==> src/rtl/panel_scan_timing.sv <==
`default_nettype none
// ============================================================================
// Module : panel_scan_timing
// Desc   : Row scan sequencer for shift-register LED panels (linear PWM / BCM).
// Rev    : 1.0  initial release
// ============================================================================
module panel_scan_timing #(
  parameter int COL_WIDTH    = 6,
  parameter int ROW_WIDTH    = 3,
  parameter int PWM_WIDTH    = 12,
  parameter int UNIT         = 1,
  parameter int BLANK_CYCLES = 2
) (
  input  logic                 clk_in,
  input  logic                 reset_n,
  input  logic                 enable,
  input  logic                 mode,
  input  logic                 swap_req,
  output logic [COL_WIDTH-1:0] col,
  output logic [ROW_WIDTH-1:0] line,
  output logic [PWM_WIDTH-1:0] pwm,
  output logic                 shift_en,
  output logic                 lat,
  output logic                 oe_n,
  output logic                 frame_clk,
  output logic                 swap_ack
);

  localparam int CNT_W = $clog2(UNIT) + PWM_WIDTH + 1;
  localparam int BLK_W = $clog2(BLANK_CYCLES) + 1;

  localparam logic [COL_WIDTH-1:0] c_COL_MAX   = '1;
  localparam logic [ROW_WIDTH-1:0] c_LINE_MAX  = '1;
  localparam logic [PWM_WIDTH-1:0] c_PWM_MAX   = '1;
  localparam logic [PWM_WIDTH-1:0] c_PLANE_MAX = PWM_WIDTH'(PWM_WIDTH - 1);
  localparam logic [CNT_W-1:0]     c_UNIT      = CNT_W'(UNIT);
  localparam logic [CNT_W-1:0]     c_ONE       = CNT_W'(1);
  localparam logic [BLK_W-1:0]     c_BLK_LOAD  = BLK_W'(BLANK_CYCLES - 1);

  typedef enum logic [2:0] {
    S_IDLE  = 3'd0,
    S_SHIFT = 3'd1,
    S_LATCH = 3'd2,
    S_BLANK = 3'd3,
    S_SHOW  = 3'd4
  } state_t;

  state_t             r_state;
  logic               r_mode;
  logic [CNT_W-1:0]   r_show_cnt;
  logic [BLK_W-1:0]   r_blank_cnt;

  logic [CNT_W-1:0]     w_show_len;
  logic                 w_last_row;
  logic [PWM_WIDTH-1:0] w_pwm_next;

  // In BCM mode pwm carries the plane index, so it also sets the SHOW weight.
  assign w_show_len = r_mode ? (c_UNIT << pwm) : c_UNIT;
  assign w_last_row = (line == c_LINE_MAX) &&
                      (r_mode ? (pwm == c_PLANE_MAX) : (pwm == c_PWM_MAX));
  assign w_pwm_next = (r_mode && (pwm == c_PLANE_MAX)) ? '0 : pwm + 1'b1;

  // Grant follows the live request so it tracks swap_req within the frame-end cycle.
  assign swap_ack = frame_clk & swap_req;

  always_ff @(posedge clk_in or negedge reset_n) begin
    if (!reset_n) begin
      r_state     <= S_IDLE;
      r_mode      <= 1'b0;
      r_show_cnt  <= '0;
      r_blank_cnt <= '0;
      col         <= '0;
      line        <= '0;
      pwm         <= '0;
      shift_en    <= 1'b0;
      lat         <= 1'b0;
      oe_n        <= 1'b1;
      frame_clk   <= 1'b0;
    end else begin
      lat       <= 1'b0;
      frame_clk <= 1'b0;
      case (r_state)
        S_IDLE: begin
          if (enable) begin
            r_state  <= S_SHIFT;
            r_mode   <= mode;
            col      <= '0;
            line     <= '0;
            pwm      <= '0;
            shift_en <= 1'b1;
          end
        end
        S_SHIFT: begin
          col <= col + 1'b1;
          if (col == c_COL_MAX) begin
            r_state  <= S_LATCH;
            shift_en <= 1'b0;
            lat      <= 1'b1;
          end
        end
        S_LATCH: begin
          r_state     <= S_BLANK;
          r_blank_cnt <= c_BLK_LOAD;
        end
        S_BLANK: begin
          if (r_blank_cnt == '0) begin
            r_state    <= S_SHOW;
            oe_n       <= 1'b0;
            r_show_cnt <= w_show_len - c_ONE;
            frame_clk  <= w_last_row && (w_show_len == c_ONE);
          end else begin
            r_blank_cnt <= r_blank_cnt - 1'b1;
          end
        end
        S_SHOW: begin
          if (r_show_cnt == '0) begin
            oe_n <= 1'b1;
            col  <= '0;
            if (frame_clk) begin
              // Frame boundary: the only point besides IDLE exit where mode is resampled.
              line   <= '0;
              pwm    <= '0;
              r_mode <= mode;
              if (enable) begin
                r_state  <= S_SHIFT;
                shift_en <= 1'b1;
              end else begin
                r_state <= S_IDLE;
              end
            end else begin
              line     <= line + 1'b1;
              r_state  <= S_SHIFT;
              shift_en <= 1'b1;
              if (line == c_LINE_MAX) begin
                pwm <= w_pwm_next;
              end
            end
          end else begin
            r_show_cnt <= r_show_cnt - 1'b1;
            frame_clk  <= w_last_row && (r_show_cnt == c_ONE);
          end
        end
        default: begin
          r_state  <= S_IDLE;
          shift_en <= 1'b0;
          oe_n     <= 1'b1;
        end
      endcase
    end
  end

endmodule
`default_nettype wire

==> config.mk <==
export PLATFORM = sky130hd
export DESIGN_NAME = panel_scan_timing
export DESIGN_NICKNAME = d
export VERILOG_FILES = /design/src/rtl/panel_scan_timing.sv
export SDC_FILE = /design/constraint.sdc
export NUM_CORES = 1
export LEC_CHECK = 0
export CORE_MARGIN = 5
export CORE_UTILIZATION = 52
export DETAILED_ROUTE_END_ITERATION = 10
export GPL_TIMING_DRIVEN = 0
export HOLD_SLACK_MARGIN = 0.15
export PLACE_DENSITY_LB_ADDON = 0.05
export SKIP_LAST_GASP = 1
export SLEW_MARGIN = 20
export SYNTH_ARGS = -nofsm -noshare
export SYNTH_HDL_FRONTEND = slang
export SYNTH_SLANG_ARGS = --single-unit
==> constraint.sdc <==
create_clock -name clk_in -period 2.7 [get_ports clk_in]
set_input_delay 0.54 -clock clk_in [delete_from_list [all_inputs] [get_ports clk_in]]
set_output_delay 0.54 -clock clk_in [all_outputs]
set_load 0.02 [all_outputs]
; After elaboration in Yosys (flattened, before gate mapping)
; Cells that the tools add are included.
[word_totals]
out_inout_bits = 26
input_bits = 5
regBits = 44
wordCells = 105
[op_classes]
n_reduce_logical = 22
n_addsub = 6
eq_ne = 18
bitwise = 3
mux = 44
shifts = 1
[ops]
columns = cell, n
row1 = $mux W12, 5
row2 = $mux W13, 3
row3 = $eq A13 B1 Y1 const B, 2
row4 = $pmux W13 S2, 1
row5 = $sub A13 B1 Y13 const B, 2
row6 = $mux W3, 8
row7 = $pmux W12 S2, 1
row8 = $pmux W6 S3, 1
row9 = $mux W1, 15
row10 = $pmux W3 S5, 1
row11 = $reduce_and A3 Y1, 5
row12 = $ne A2 B2 Y1 const B, 7
row13 = $logic_not A13 Y1, 1
row14 = $shl A1 B12 Y13 const A, 1
row15 = $add A12 B1 Y12 const B, 1
row16 = $eq A12 B12 Y1 const B, 1
row17 = $eq A12 B4 Y1 const B, 1
row18 = $mux W6, 2
row19 = $reduce_and A4 Y1, 3
row20 = $add A6 B1 Y6 const B, 1
row21 = $eq A3 B2 Y1 const B, 2
row22 = $eq A3 B3 Y1 const B, 2
row23 = $eq A6 B6 Y1 const B, 1
row24 = $pmux W3 S2, 1
row25 = 19 further kinds, 26

; Depth between registers and ports, before layout
[logic_depth]
word_depth = 7
depth_mapped = 11
mapped_depth_nobuf = 9

; Worst setup path before layout
; Ideal clock, no wire load.
[synth_path]
kind = register -> register
from = register pwm[7]
to = register r_show_cnt[6]
path_slack_ns = -0.326
stages_incl_launch_ff = 12
synth_period_minus_slack_ns = 3.026
n_path_buf = 2
arrival_ns = 2.959
t_required_ns = 2.633
setup_time_ns = 0.067
cell_sequence = dfrtp_1 or4_1 buf_2 nor4_2 nand4b_1 ha_1 clkbuf_1 or2_2 o41ai_1 a21oi_1 o22ai_1 a311o_1
[synth_between]
elab_chain_cells = 5
[synth_rtl]
columns = item, line
row1 = start: declaration, 21  ; output logic [PWM_WIDTH-1:0] pwm,
row2 = start signal: assignment, 135  ; pwm <= w_pwm_next;
row3 = $shl A1 B12 Y13, 58  ; assign w_show_len = r_mode ? (c_UNIT << pwm) : c_UNIT;
row4 = $mux W13, 58
row5 = $sub A13 B1 Y13, 109  ; r_show_cnt <= w_show_len - c_ONE;
row6 = $mux W13, 106  ; if (r_blank_cnt == '0) begin
row7 = $pmux W13 S2, 82  ; case (r_state)
row8 = end signal: assignment, 109
row9 = end signal: assignment, 139  ; r_show_cnt <= r_show_cnt - 1'b1;
row10 = end: declaration, 50  ; logic [CNT_W-1:0] r_show_cnt;
; No other way between the ends. The select of a mux whose other input is x is not followed.
; A chain may end at the register's enable or synchronous reset.

; Worst setup path in the final report
[layout_path]
from = register pwm[8]
to = register r_show_cnt[6]
; The elaborated chain is that of the path after synthesis.

==> results by group <==
Timing
  • Final setup margin: 0.05936 ns
  • Max Slew Vio Count: 0
  • Slew HR: 38.22%
  • RSZ-0062 raised after global routing: yes
  • Min Hold Slack: 0.4930 ns
  • Tcrit/Tclk final: 97.80%
  • Hold Fails Final Rpt: 0
  • # setup viols final: 0
  • Tmin final: 2.641 ns
  • Worst Skew: 0.006804 ns
  • Fmax: 378.7 MHz
  • Setup TNS: 0 ns
  • Least-Margin Pin Slew: 0.9152 ns

Clocking
  • CTS max path bufs: 2
  • CTS buffer count: 5
  • Sink Count: 44
  • Reg clk slew, reported paths: 0.09 ns
  • Root buffer cell: clkbuf_8
  • Worst-Skew Late Latency: 0.31 ns
  • TritonCTS clock tree: yes
  • Htree depth: 2

Critical path
  • Critical Path Max Stage Delay: 0.46 ns
  • Critical path's slowest cell: dfrtp_1
  • Worst setup SP type: flop
  • Critical path type: flop to flop
  • Cell family with most CP delay: simple AND/OR/NAND/NOR gates
  • RR Endpoint: r_show_cnt[6]
  • RR Startpoint: pwm[8]
  • Worst Reg-to-Reg Cells: 9
  • CP required: 2.95 ns
  • Crit path max fanout: 6
  • Worst setup EP type: flop
  • CP arrival: 2.89 ns
  • Register-to-register setup slack: 0.06 ns
  • Worst path cell trace: or3_1 -> nor4_4 -> nand4b_1 -> ha_4 -> or2_4 -> o41ai_2 -> a21oi_1 -> o22ai_1 -> a311o_1
  • Count of buffer and inverter cells on the critical path: 0

Global route
  • Vias in the first global route: 2670
  • First-pass GRT wire length: 12930 um
  • Global-route usage over all layers: 21.85%
  • Remaining Overflow, GRT: 0
  • Antenna violations before repair: 0
  • Largest net degree at the start of global routing: 32

Floorplanning
  • IO Count: 31
  • Die Height: 85.66 um
  • Die area: 7338 um2
  • Core box area: 5540 um2
  • Initial Util: 53.73%
  • Chip Width: 85.66 um
  • Std cell rows: 27

Run status
  • Status: complete, no violations

Min path
  • Min-Delay Path Class: flop to flop
  • Min-delay src: r_blank_cnt[1]
  • Hold EP: r_blank_cnt[1]
  • Hold depth: 2

Final layout
  • Final #Nets: 408
  • Area delta synth->final: 22.99%
  • Fillcell total: 494
  • Multi-input logic area: 1799 um2
  • Share of cells above drive strength 1: 14.68%
  • Final antenna diode count: 0
  • FF+latch area: 1105 um2
  • Fin cells: 467

Synth
  • Synth Area in XOR/XNOR: 1.765%
  • YS warnings: 0
  • Avg Synthesized Cell Area: 8.603 um2
  • Synth Area in Compound Gates: 22.36%
  • Post-synthesis mux area share: 1.051%
  • Adder-cell share of the synthesized area: 3.783%
  • Post-Syn Instances: 346
  • Synth Net Count: 360
  • Number of synthesized flops with an enable pin: 0
  • Simple-gate area share of the yosys netlist: 29.05%
  • Register area share after synthesis: 37.03%
  • Synthesized flop and latch total: 44
  • Cell area after synthesis: 2977 um2
  • Commonest register cell after synthesis: dfrtp_1
  • Post-synth cell types: 67
  • Main combinational cell family by area after synthesis: simple AND/OR/NAND/NOR gates
  • Asr flop ratio synth: 100.0%

Drt
  • DRT Pass-1 Iters: 5
  • Met1 WL: 3668 um
  • Uppermost layer routed: met4
  • Vias: 2857
  • Met3 routed WL: 400 um
  • Met2 wire len: 3557 um
  • Via/cell ratio: 6.118
  • Drt initial violations: 193
  • Wire length per cell: 16.59 um
  • Drt drc: 0
  • Routed wire length: 7749 um
  • Post-DRT Antenna Nets: 0

Place
  • IO Port Bufs: 30
  • Placed cell count: 449
  • DP HPWL: 5503 um
  • DP Worst Slack: -0.2358 ns
  • Placer Congestion: 0.8464

Power
  • Total power: 2.659 mW
  • VDD IR max: 0.0006449 V
  • Leakage: 1.544 nW
  • PwrDens: 726.3 nW/um2

Flow run
  • Max_cap viols: 0
-- final cells by class --
class,count,share of cell area [%]
clock buffers,5,1.880
flip-flops and latches,44,30.18
repair buffers,44,11.35
clock inverters,3,1.265
well taps,72,2.461
multi-input cells,270,49.15
inverters,10,1.094
plain buffers,19,2.632
-- cell usage after synthesis (6+ instances only) --
cell type,number,area share [%]
inv_1,9,1.1
nand2b_1,9,1.9
nor4_1,6,1.3
dfrtp_1,43,36
o21ai_0,30,5.0
and3_1,6,1.3
a21oi_1,22,3.7
nand2_1,37,4.7
clkbuf_1,16,2.0
nand3_1,17,2.9
ha_1,9,3.8
nor3_1,14,2.4
nor2_1,26,3.3
-- kinds of logic (layout without fill, tap and decap cells) --
kind of cell	Yosys count	in the layout
simple gates	153	153
fa+ha+maj	9	9
compound gates	99	99
flops	44	44
buf+inv	32	81
mux	3	3
xor+xnor	6	6
-- power by group --
part           switching, mW  internal, mW
Sequential             0.133         0.774
Combinational          0.702         0.517
Clock                  0.254         0.279
Total                   1.09          1.57
-- cell usage in the layout (no fill, tap or decap), drive strengths merged, types with 5 or more instances in the layout --
master / n
nor4: 10
clkdlybuf4s50: 29
o21ai: 32
a21oi: 22
nand3: 17
o41ai: 5
nor2: 26
and3: 6
nor3: 14
ha: 9
or4: 5
dfrtp: 43
inv: 11
clkbuf: 20
buf: 18
nand2b: 9
nand2: 37
-- how the worst max path moves through the flow --
| stage | startpoint | endpoint | slack [ns] | cells past startpoint |
|---|---|---|---|---|
| after floorplan | pwm[5] | r_show_cnt[4] | -0.07 | 11 |
| after global placement | reset_n | pwm[7] | -0.32 | 1 |
| after detailed placement | pwm[5] | r_show_cnt[4] | -0.24 | 11 |
| after CTS | pwm[5] | r_show_cnt[6] | -0.04 | 10 |
| after global routing | pwm[8] | r_show_cnt[4] | -0.04 | 9 |
| final | pwm[8] | r_show_cnt[6] | 0.06 | 9 |
-- worst register-to-register path: cells and delay by family, from the launching register on --
kind	cells	cell delay, ns
AOI/OAI and AO/OA	4	0.61
adders and majority gates	1	0.25
DFF	1	0.46
and+or+nand+nor	4	1.28
-- through the flow --
stage               utilization [%]  area [um2]
detailed placement            61.77        3422
global placement              61.50        3407
global route                  66.08        3661
floorplan                         -        3017
CTS                           65.29        3617
finish                        66.08        3661
-- state kept, by name (all words and copies together), names as in the netlist --
signal	cells
col	6
r_blank_cnt	2
r_state	3
shift_en	1
r_mode	1
lat	1
r_show_cnt	13
frame_clk	1
oe_n	1
pwm	12
line	3
-- per-layer routing --
layer	up-vias	GRT usage (%)
met5	-	0
li1	1383	-
met4	0	7.194
met2	100	33.83
met1	1360	30.69
met3	14	4.227
-- what timing repair did --
| item | in CTS | in global routing |
|---|---|---|
| endpoints found under the setup margin | 3 | 14 |
| endpoints found under the hold margin | 12 | 0 |
| pin swaps | 8 | 6 |
| gates resized for setup | 5 | 5 |
| setup buffers | 7 | 5 |
| hold buffers | 1 | 0 |
(Power assumes the default switching activity.)
